===== src/rtl/lfo_gen_if.sv =====
// Control/sample bundle between the LFO and its driver/consumer.
// The driver side owns step, phase and shape controls; the LFO returns the sample and wrap.
interface lfo_gen_if #(
  parameter int N     = 8,
  parameter int ACC_W = 24
);
  logic             en;
  logic             nxt;
  logic [ACC_W-1:0] inc;
  logic [1:0]       mode;
  logic             sync;
  logic [N-1:0]     wav;
  logic             wrap;

  modport master (output en, nxt, inc, mode, sync, input  wav, wrap);
  modport slave  (input  en, nxt, inc, mode, sync, output wav, wrap);
endinterface


===== src/rtl/lfo_gen.sv =====
// Phase-accumulator LFO: triangle / ramp up / ramp down / square, with phase sync,
// shape changes deferred to the phase-0 boundary, and a wrap pulse aligned with the phase-0 sample.
module lfo_gen #(
  parameter int N     = 8,
  parameter int ACC_W = 24
) (
  input  logic      clk,
  input  logic      rst,
  lfo_gen_if.slave  lfo
);
  typedef enum logic [1:0] {M_TRI = 2'b00, M_UP = 2'b01, M_DN = 2'b10, M_SQ = 2'b11} mode_e;

  logic [ACC_W-1:0] acc_q, acc_d;
  mode_e            cur_mode_q, cur_mode_d;
  logic [N-1:0]     wav_q, wav_d;
  logic [1:0]       wrap_pipe_q, wrap_pipe_d;

  logic             step;
  logic [ACC_W:0]   sum;
  logic             carry;
  logic [N:0]       p;
  logic [N-1:0]     r;

  assign step  = lfo.en & lfo.nxt;
  assign sum   = {1'b0, acc_q} + {1'b0, lfo.inc};
  assign carry = sum[ACC_W];

  always_comb begin
    acc_d       = acc_q;
    cur_mode_d  = cur_mode_q;
    wrap_pipe_d = {wrap_pipe_q[0], 1'b0};
    if (lfo.sync) begin
      acc_d = '0;
    end else if (step) begin
      acc_d = sum[ACC_W-1:0];
    end
    // Shape only switches on restart, while idle, or on the step that lands on phase 0.
    if (lfo.sync || !lfo.en || (step && carry)) begin
      cur_mode_d = mode_e'(lfo.mode);
    end
    wrap_pipe_d[0] = lfo.sync | (step & carry);
  end

  // Sample mapping reads the registered phase, so wav trails acc by one cycle.
  assign p = acc_q[ACC_W-1 -: N+1];
  assign r = acc_q[ACC_W-1 -: N];

  always_comb begin
    wav_d = '0;
    case (cur_mode_q)
      M_TRI:   wav_d = p[N] ? ~p[N-1:0] : p[N-1:0];
      M_UP:    wav_d = r;
      M_DN:    wav_d = ~r;
      M_SQ:    wav_d = acc_q[ACC_W-1] ? '0 : '1;
      default: wav_d = '0;
    endcase
  end

  always_ff @(posedge clk or negedge rst) begin
    if (!rst) begin
      acc_q       <= '0;
      cur_mode_q  <= M_TRI;
      wav_q       <= '0;
      wrap_pipe_q <= '0;
    end else begin
      acc_q       <= acc_d;
      cur_mode_q  <= cur_mode_d;
      wav_q       <= wav_d;
      wrap_pipe_q <= wrap_pipe_d;
    end
  end

  assign lfo.wav  = wav_q;
  assign lfo.wrap = wrap_pipe_q[1];
endmodule


===== src/flat_wrapper.sv =====
// flat-port wrapper written by rule: the top's interface ports become plain ports
module lfo_gen_flat 
#(
  parameter int N     = 8,
  parameter int ACC_W = 24
)
  (clk, rst, lfo_en, lfo_nxt, lfo_inc, lfo_mode, lfo_sync, lfo_wav, lfo_wrap);
  lfo_gen_if #(.N(N), .ACC_W(ACC_W)) lfo_i ();
  input  logic clk;
  input  logic rst;
  input wire logic [$bits(lfo_i.en)-1:0] lfo_en;
  input wire logic [$bits(lfo_i.nxt)-1:0] lfo_nxt;
  input wire logic [$bits(lfo_i.inc)-1:0] lfo_inc;
  input wire logic [$bits(lfo_i.mode)-1:0] lfo_mode;
  input wire logic [$bits(lfo_i.sync)-1:0] lfo_sync;
  output wire logic [$bits(lfo_i.wav)-1:0] lfo_wav;
  output wire logic [$bits(lfo_i.wrap)-1:0] lfo_wrap;
  assign lfo_i.en = lfo_en;
  assign lfo_i.nxt = lfo_nxt;
  assign lfo_i.inc = lfo_inc;
  assign lfo_i.mode = lfo_mode;
  assign lfo_i.sync = lfo_sync;
  assign lfo_wav = lfo_i.wav;
  assign lfo_wrap = lfo_i.wrap;
  lfo_gen #(.N(N), .ACC_W(ACC_W)) u_core (.clk(clk), .rst(rst), .lfo(lfo_i));
endmodule

===== config.mk =====
export PLATFORM = sky130hd
export DESIGN_NAME = lfo_gen_flat
export DESIGN_NICKNAME = d
export VERILOG_FILES = /design/src/rtl/lfo_gen_if.sv /design/src/rtl/lfo_gen.sv /design/src/flat_wrapper.sv
export SDC_FILE = /design/constraint.sdc
export NUM_CORES = 1
export LEC_CHECK = 0
export BUFFER_PORTS_ARGS = -buffer_cell sky130_fd_sc_hd__buf_4
export CAP_MARGIN = 25
export CORE_MARGIN = 2
export CORE_UTILIZATION = 52
export CTS_BUF_LIST = sky130_fd_sc_hd__clkbuf_16
export DETAILED_ROUTE_END_ITERATION = 16
export PLACE_DENSITY = 0.79
export SYNTH_ARGS = -nofsm -noshare
export SYNTH_HDL_FRONTEND = slang
export SYNTH_SLANG_ARGS = --single-unit

===== constraint.sdc =====
create_clock -name clk -period 2.55 [get_ports clk]
set_clock_uncertainty 0.05 [all_clocks]
set_input_delay 0.51 -clock clk [delete_from_list [all_inputs] [get_ports clk]]
set_output_delay 0.51 -clock clk [all_outputs]
set_load 0.01 [all_outputs]

* After elaboration in Yosys (flattened, before gate mapping)
Index checks and enable logic that the tools add are counted.
Operators by class: add/sub/neg operators 1, multiply operators 0, div/mod/pow operators 0, $lt $le $gt $ge 0, eq/ne operators 3, shift operators 0, mux-type cells 5, bitwise operators 5, reductions and logical operators 6
Operators by type and width (count):
- two-way mux 24 bit | 2
- case mux 8 bit (4 select lines) | 1
- adder 24 x 24 -> 25 bit | 1
- two-way mux 8 bit | 2
- inverter 8 bit | 2
- equality test 2 bit (second input constant) | 2
- AND 1 bit | 2
- equality test 2 x 1 -> 1 bit (second input constant) | 1
- logical NOT 2 bit | 1
- logical OR 1 bit | 2
- nonzero test 2 bit | 1
- logical AND 1 bit | 1
- logical NOT 1 bit | 1
- OR 1 bit | 1
Word-level totals: register bits 36, latch bits 0, memory bits (writable) 0, ROM bits 0, input port bits 31, output and inout bits 9, memories 0

* Logic depth before layout (Yosys ltp)
Gate-level depths: netlist of the first run.
word-level depth 3, mapped depth 8

* Worst setup path after synthesis of the first run
OpenSTA, ideal clock, no wires.
path kind input -> register, start in lfo_inc[0], end reg u_core.cur_mode_q[0], library setup time 125 ps, arrival 2413 ps, data required time 2375 ps, path slack -38 ps, cell stages on the path 8, path buffers 0, cell sequence ha_1 -> fa_1 -> a21o_1 -> a311o_1 -> and3_4 -> o21ai_4 -> a22oi_2 -> mux2_4
On the way: word-level cells in the longest chain between the ends 3
RTL lines:
- start: declaration | line flat_wrapper.sv:13 | input wire logic [$bits(lfo_i.inc)-1:0] lfo_inc;
- adder 24 x 24 -> 25 bit | line lfo_gen.sv:25 | assign sum = {1'b0, acc_q} + {1'b0, lfo.inc};
- logical AND 1 bit | line lfo_gen.sv:38 | if (lfo.sync || !lfo.en || (step && carry)) begin
- logical OR 1 bit | line lfo_gen.sv:38
- end signal: assignment | line lfo_gen.sv:67 | cur_mode_q <= cur_mode_d;
- end: declaration | line lfo_gen.sv:14 | mode_e cur_mode_q, cur_mode_d;
Every way passes these cells. A chain may end at the register's enable or synchronous reset.

* Worst setup path in the final report of the first run
start reg u_core.acc_q[0], end reg u_core.cur_mode_q[0]
On the way: word-level cells in the longest chain between the ends 3
RTL lines:
- start: declaration | line lfo_gen.sv:13 | logic [ACC_W-1:0] acc_q, acc_d;
- start signal: assignment | line lfo_gen.sv:61 | acc_q <= '0;
- start signal: assignment | line lfo_gen.sv:66 | acc_q <= acc_d;
- adder 24 x 24 -> 25 bit | line lfo_gen.sv:25
- logical AND 1 bit | line lfo_gen.sv:38
- logical OR 1 bit | line lfo_gen.sv:38
Every way passes these cells.

==> results.md, run 1 <==
- Max rail drop VDD: 0.327 mV
- Fin crit period: 2.43 ns
- Post-synthesis adder-cell area fraction: 11.3%
- Synthesized flop and latch total: 36
- Final period util: 95.2%
- First drt pass iteration count: 5
- Clk root buf: clkbuf_16
- Seq pwr share: 35.9%
- Die span in y: 77.8 microns
- Ys Warns: 0
- Largest family of logic cells by synthesized area: compound AO/OA/AOI/OAI gates
- CTS-repair resized insts: 0
- FMAX: 412 MHz
- Combinational power share: 33.4%
- Postcts setup bufs: 0
- Worst Path Required: 2.66 ns
- Layout Cells excl Fill: 449
- Cell Rows: 26
- DIE WIDTH: 77.8 microns
- Synth async-reset ratio: 100%
- Final core utilization: 65.9%
- Max Cap Viol: 0
- CTS Buf Count: 5
- EDFF count, synth: 0
- Hold Crit Class: input pin to async pin
- DP HPWL: 5.06 mm
- Slew Limit Fails: 0
- Multiplexer share of the synthesized area: 1.77%
- Startpoint types: register
- Main flop type after synthesis: dfrtp_1
- Clock Pin Slew Worst Setup and Hold Paths: 0.06 ns
- DIE AREA: 6050 sq um
- Post-route ant nets: 0
- Leak: 1.60 nW
- Io pins: 40
- Power share of the clock group: 30.7%
- Post-DP Area: 3260 sq um
- Routed WL: 6.87 mm
- Sw Pwr: 0.657 mW
- Syn Inst Count: 330
- Outcome: finished, final reports clean
- Slew @ Worst Pin: 0.739 ns
- Largest net degree at the start of global routing: 37
- Max transition margin: 50.8%
- Via density: 6.02
- Crit end category: register
- Initial Util: 54.8%
- CTS tree: built
- Critical path, cell by cell: ha_2 -> fa_2 -> a21o_1 -> a311o_1 -> and3_4 -> o21ai_4 -> a22oi_2 -> mux2_4
- RSZ-0062 raised after global routing: false
- Compound-Gate Fraction of Synth Area: 31.8%
- Hold bufs inserted after CTS: 0
- Final Setup Violations: 0
- Total power: 1.98 mW
- Nets: 434
- Diodes inserted: 0
- Drt drc: 0
- Arrival time worst endpoint: 2.54 ns
- Simple-gate share of the synthesized area: 16.9%
- Commonest non-fill, non-tap cells in the layout: 55 x buf_4, 42 x a21oi_1, 39 x nand2_1
- Commonest non-fill, non-tap cell in the layout: buf_4
- First-pass GRT wire length: 11.3 mm
- Vias in the first global route: 2468
- Slowest stage cell, crit path: dfrtp_1
- Via Count: 2702
- GP Congestion: 0.862
- Core area: 5170 sq um
- Layout cell share with drive strength beyond 1: 20.6%
- Initial antenna violation count: 0
- Sw Share: 33.2%
- Unique masters post-synth: 57
- Xor and xnor fraction of the mapped netlist area: 3.09%
- Global Route Usage Sum: 23.2%
- Clk sinks: 36
- Placed instance count: 441
- Area added between synthesis and finish: 20.3%
- Fin Setup TNS: 0 ns
- Internal: 1.32 mW
- IO Port Bufs: 39
- CTS max path bufs: 2
- Seq/Total Area, Yosys: 31.8%
- Crit-path max FO: 3
- Syn Area/Cell: 8.58 sq um
- Drt first-iter violations: 140
- Worst Path Class, Setup: register to register
- Clk Latency, worst-skew pair: 0.28 ns
- CP peak stage delay: 0.38 ns
- Final non-filler cell area: 3410 sq um
- WL/cell: 15.3 microns
- Critical path origin: u_core.acc_q[0]
- Reg-to-Reg Start: u_core.acc_q[0]
- Syn Nets: 386
- Hold Vio Cnt, Final: 0
- H-tree Lvls: 2
- Pwr Density: 580 nW/um^2
- GRT overflow: 0
- Synth Cell Area: 2830 sq um
[kinds of logic (layout without fill, tap and decap cells)]
logic type	after synthesis	after routing
compound gates	135	135
xor+xnor	10	10
fa+ha+maj	25	25
buf+inv	18	67
flops	36	36
mux	4	4
simple gates	102	102
[synthesized netlist by cell type, types with 2 or more instances]
cell | count | area share (%)
or4_1 | 2 | 0.53
a21oi_1 | 43 | 7.6
nand3_1 | 11 | 1.9
inv_1 | 4 | 0.53
a21o_1 | 10 | 2.7
xnor2_1 | 5 | 1.5
o21ai_0 | 23 | 4.1
nor2_1 | 22 | 2.9
a22o_1 | 2 | 0.62
or3_1 | 5 | 1.1
buf_6 | 3 | 1.2
nand2_1 | 39 | 5.2
xor2_1 | 5 | 1.5
a221oi_1 | 2 | 0.62
and3_1 | 4 | 0.88
buf_2 | 2 | 0.35
a32o_1 | 7 | 2.5
o21ai_1 | 9 | 1.6
o31ai_1 | 3 | 0.79
ha_1 | 24 | 11
nor3_1 | 6 | 1.1
o22a_1 | 7 | 2.2
a21oi_2 | 2 | 0.62
clkbuf_1 | 9 | 1.2
dfrtp_1 | 36 | 32
mux2i_1 | 2 | 0.71
a31oi_1 | 5 | 1.1
o21bai_1 | 3 | 0.79
mux2_4 | 2 | 1.1
o21a_1 | 3 | 0.79
nand4_1 | 3 | 0.66
a211oi_1 | 2 | 0.53
[power by group through the flow]
stage / clock (mW) / sequential [mW] / combinational, mW
3_5_place_dp: 0 / 0.718 / 0.649
5_1_grt: 0.650 / 0.719 / 0.725
2_1_floorplan: 0 / 0.718 / 0.428
4_1_cts: 0.615 / 0.708 / 0.654
3_3_place_gp: 0 / 0.715 / 0.637
6_report: 0.606 / 0.710 / 0.660
[routing by layer]
metal  global-route usage (%)  wire length (microns)
met5                        0                      0
met2                     37.4                   3220
met1                     31.8                   3180
met3                     4.07                    368
met4                     6.79                    110
[cell type report]
class | instances | area (sq um)
Multi-Input combinational cell | 276 | 1850
Fill cell | 415 | 1760
Sequential cell | 36 | 901
Timing Repair Buffer | 55 | 413
Clock buffer | 5 | 125
Tap cell | 70 | 87.6
Clock inverter | 3 | 18.8
Inverter | 4 | 15.0
[worst max-delay path: cells and delay by family (launching register included)]
family / cells / cell delay (ns)
compound gates: 4 / 0.86
fa+ha+maj: 2 / 0.53
flops: 1 / 0.38
mux: 1 / 0.30
simple gates: 1 / 0.19
[registers in the layout, summed over array words and instances (netlist names)]
name / count
u_core.acc_q: 24
u_core.wrap_pipe_q: 2
u_core.lfo.wav: 8
u_core.cur_mode_q: 2
[stage by stage]
stage	setup WS, ns	hold WS, ns
2_1_floorplan	0.0485	0.164
3_3_place_gp	-0.104	0.307
3_5_place_dp	-0.137	0.308
4_1_cts	0.0955	0.153
5_1_grt	0.0267	0.172
6_report	0.121	0.135
[worst paths after layout]
check                      slack [ns]                    end  cells past startpoint
setup / recovery                 0.12   u_core.cur_mode_q[0]                      8
hold / removal                   0.13       u_core.acc_q[17]                      1
setup reg to reg                 0.12   u_core.cur_mode_q[0]                      8
hold reg to reg                  0.33  u_core.wrap_pipe_q[1]                      0
max in group asynchronous        1.97  u_core.wrap_pipe_q[1]                      1
min in group clk                 0.33  u_core.wrap_pipe_q[1]                      0
Note: power is estimated with default switching activity, not from simulation.
==> inputs of run 2 (changes only) <==
Settings changed: PLACE_DENSITY 0.79 to default, PLACE_DENSITY_LB_ADDON from default to 0.1.
==> run 2 against run 1 <==
Effect of this change: register-to-register slack barely moved; total power barely moved; clock power barely moved; worst hold slack got worse by 0.011 ns; combinational power rose by 0.8%; maximum frequency fell by 0.15%; first-iteration DRC count fell by 21%; core utilization rose by 0.34 points; sequential power barely moved; setup slack got worse by 0.0036 ns; critical path type unchanged.
==> results.md, run 2 (synthesized netlist as in run 1, its figures left out) <==
- Drt first-iter violations: 110
- Postcts setup bufs: 0
- Max rail drop VDD: 0.280 mV
- Final core utilization: 66.2%
- Cell Rows: 26
- Clk sinks: 36
- First drt pass iteration count: 4
- CP peak stage delay: 0.39 ns
- Routed WL: 6.94 mm
- Global Route Usage Sum: 24.2%
- Final non-filler cell area: 3430 sq um
- Leak: 1.61 nW
- Largest net degree at the start of global routing: 37
- Cell count along the critical path: 8
- Diodes inserted: 0
- CTS Buf Count: 5
- RSZ-0062 raised after global routing: false
- Slowest stage cell, crit path: fa_1
- Arrival time worst endpoint: 2.54 ns
- Hold Crit Class: input pin to async pin
- H-tree Lvls: 2
- Max transition margin: 69.3%
- Crit-path max FO: 3
- DIE WIDTH: 77.8 microns
- Biggest register: u_core.acc_q
- Critical path, cell by cell: ha_1 -> fa_1 -> a21o_1 -> a311o_1 -> and3_4 -> o21ai_4 -> a22oi_2 -> mux2_4
- Outcome: finished, final reports clean
- WL/cell: 15.4 microns
- FMAX: 411 MHz
- Post-route ant nets: 0
- Via density: 5.94
- WP buf/inv: 0
- DIE AREA: 6050 sq um
- Final period util: 95.4%
- Post-DP Area: 3280 sq um
- First-pass GRT wire length: 11.8 mm
- Layout cell share with drive strength beyond 1: 20.7%
- Startpoint types: register
- Worst Path Required: 2.66 ns
- Core area: 5170 sq um
- DP HPWL: 5.11 mm
- Clock Pin Slew Worst Setup and Hold Paths: 0.06 ns
- Hold Vio Cnt, Final: 0
- CTS tree: built
- Via Count: 2686
- Nets: 437
- Clk root buf: clkbuf_16
- Max Cap Viol: 0
- Fillers: 452
- Hold bufs inserted after CTS: 0
- Die span in y: 77.8 microns
- Fin crit period: 2.43 ns
- Commonest non-fill, non-tap cells in the layout: 58 x buf_4, 42 x a21oi_1, 39 x nand2_1
- Crit end category: register
- CTS-repair resized insts: 0
- Pwr Density: 577 nW/um^2
- Initial Util: 54.8%
- Initial antenna violation count: 0
- GRT overflow: 0
- Clk Latency, worst-skew pair: 0.28 ns
- Drt drc: 0
- Reg2reg path depth: 8
- Max FFs per register: 24
- CTS max path bufs: 2
- Worst Path Class, Setup: register to register
- IO Port Bufs: 39
- Io pins: 40
- Slew @ Worst Pin: 0.460 ns
- Commonest non-fill, non-tap cell in the layout: buf_4
- Vias in the first global route: 2585
- CP top delay family: compound AO/OA/AOI/OAI gates
- Slew Limit Fails: 0
- Final Setup Violations: 0
- Area added between synthesis and finish: 20.9%
- GP Congestion: 0.917
==> run 2: cell types whose count changed in the layout (fill, tap and decap cells not counted), sizes merged <==
cell	delta
buf	+3
==> run 2: report_power, final <==
| part | internal (mW) | total (mW) | switching (mW) | leakage [nW] |
|---|---|---|---|---|
| clock | 0.360 | 0.604 | 0.244 | 0.0736 |
| sequential | 0.650 | 0.709 | 0.0588 | 0.469 |
| combinational | 0.313 | 0.665 | 0.352 | 1.07 |
| total | 1.32 | 1.98 | 0.654 | 1.61 |
==> run 2: stage by stage <==
step                cells  hold slack [ns]  total power [mW]  worst slack, ns  TNS (ns)
floorplan             330            0.164              1.15           0.0485         0
global placement      444            0.301              1.36          -0.0968    -0.318
detailed placement    444            0.302              1.38           -0.125    -0.553
CTS                   452            0.147              1.98            0.110         0
global route          452            0.177              2.09          0.00656         0
finish                452            0.123              1.98            0.118         0
==> run 2: per-layer routing <==
| metal | track usage, % | wire length [microns] |
|---|---|---|
| met1 | 33.1 | 3350 |
| met2 | 38.1 | 3150 |
| met3 | 3.72 | 337 |
| met4 | 9.82 | 102 |
| met5 | 0 | 0 |
==> run 2: path summary, 6_finish.rpt <==
check / endpoint / from / slack (ns)
max: u_core.cur_mode_q[0] / u_core.acc_q[0] / 0.12
min: u_core.acc_q[3] / rst / 0.12
max reg2reg: u_core.cur_mode_q[0] / u_core.acc_q[0] / 0.12
min reg2reg: u_core.wrap_pipe_q[1] / u_core.wrap_pipe_q[0] / 0.32
max in group asynchronous: u_core.cur_mode_q[0] / rst / 1.99
min in group clk: u_core.wrap_pipe_q[1] / u_core.wrap_pipe_q[0] / 0.32
==> run 2: cell type report <==
cell class                 instances  area, sq um  share of cell area [%]
multi-input combinational        276         1840                    53.8
sequential                        36          901                    26.3
timing repair buffer              58          435                    12.7
clock buffer                       5          125                    3.65
tap                               70         87.6                    2.56
clock inverter                     3         18.8                   0.548
inverter                           4         15.0                   0.438
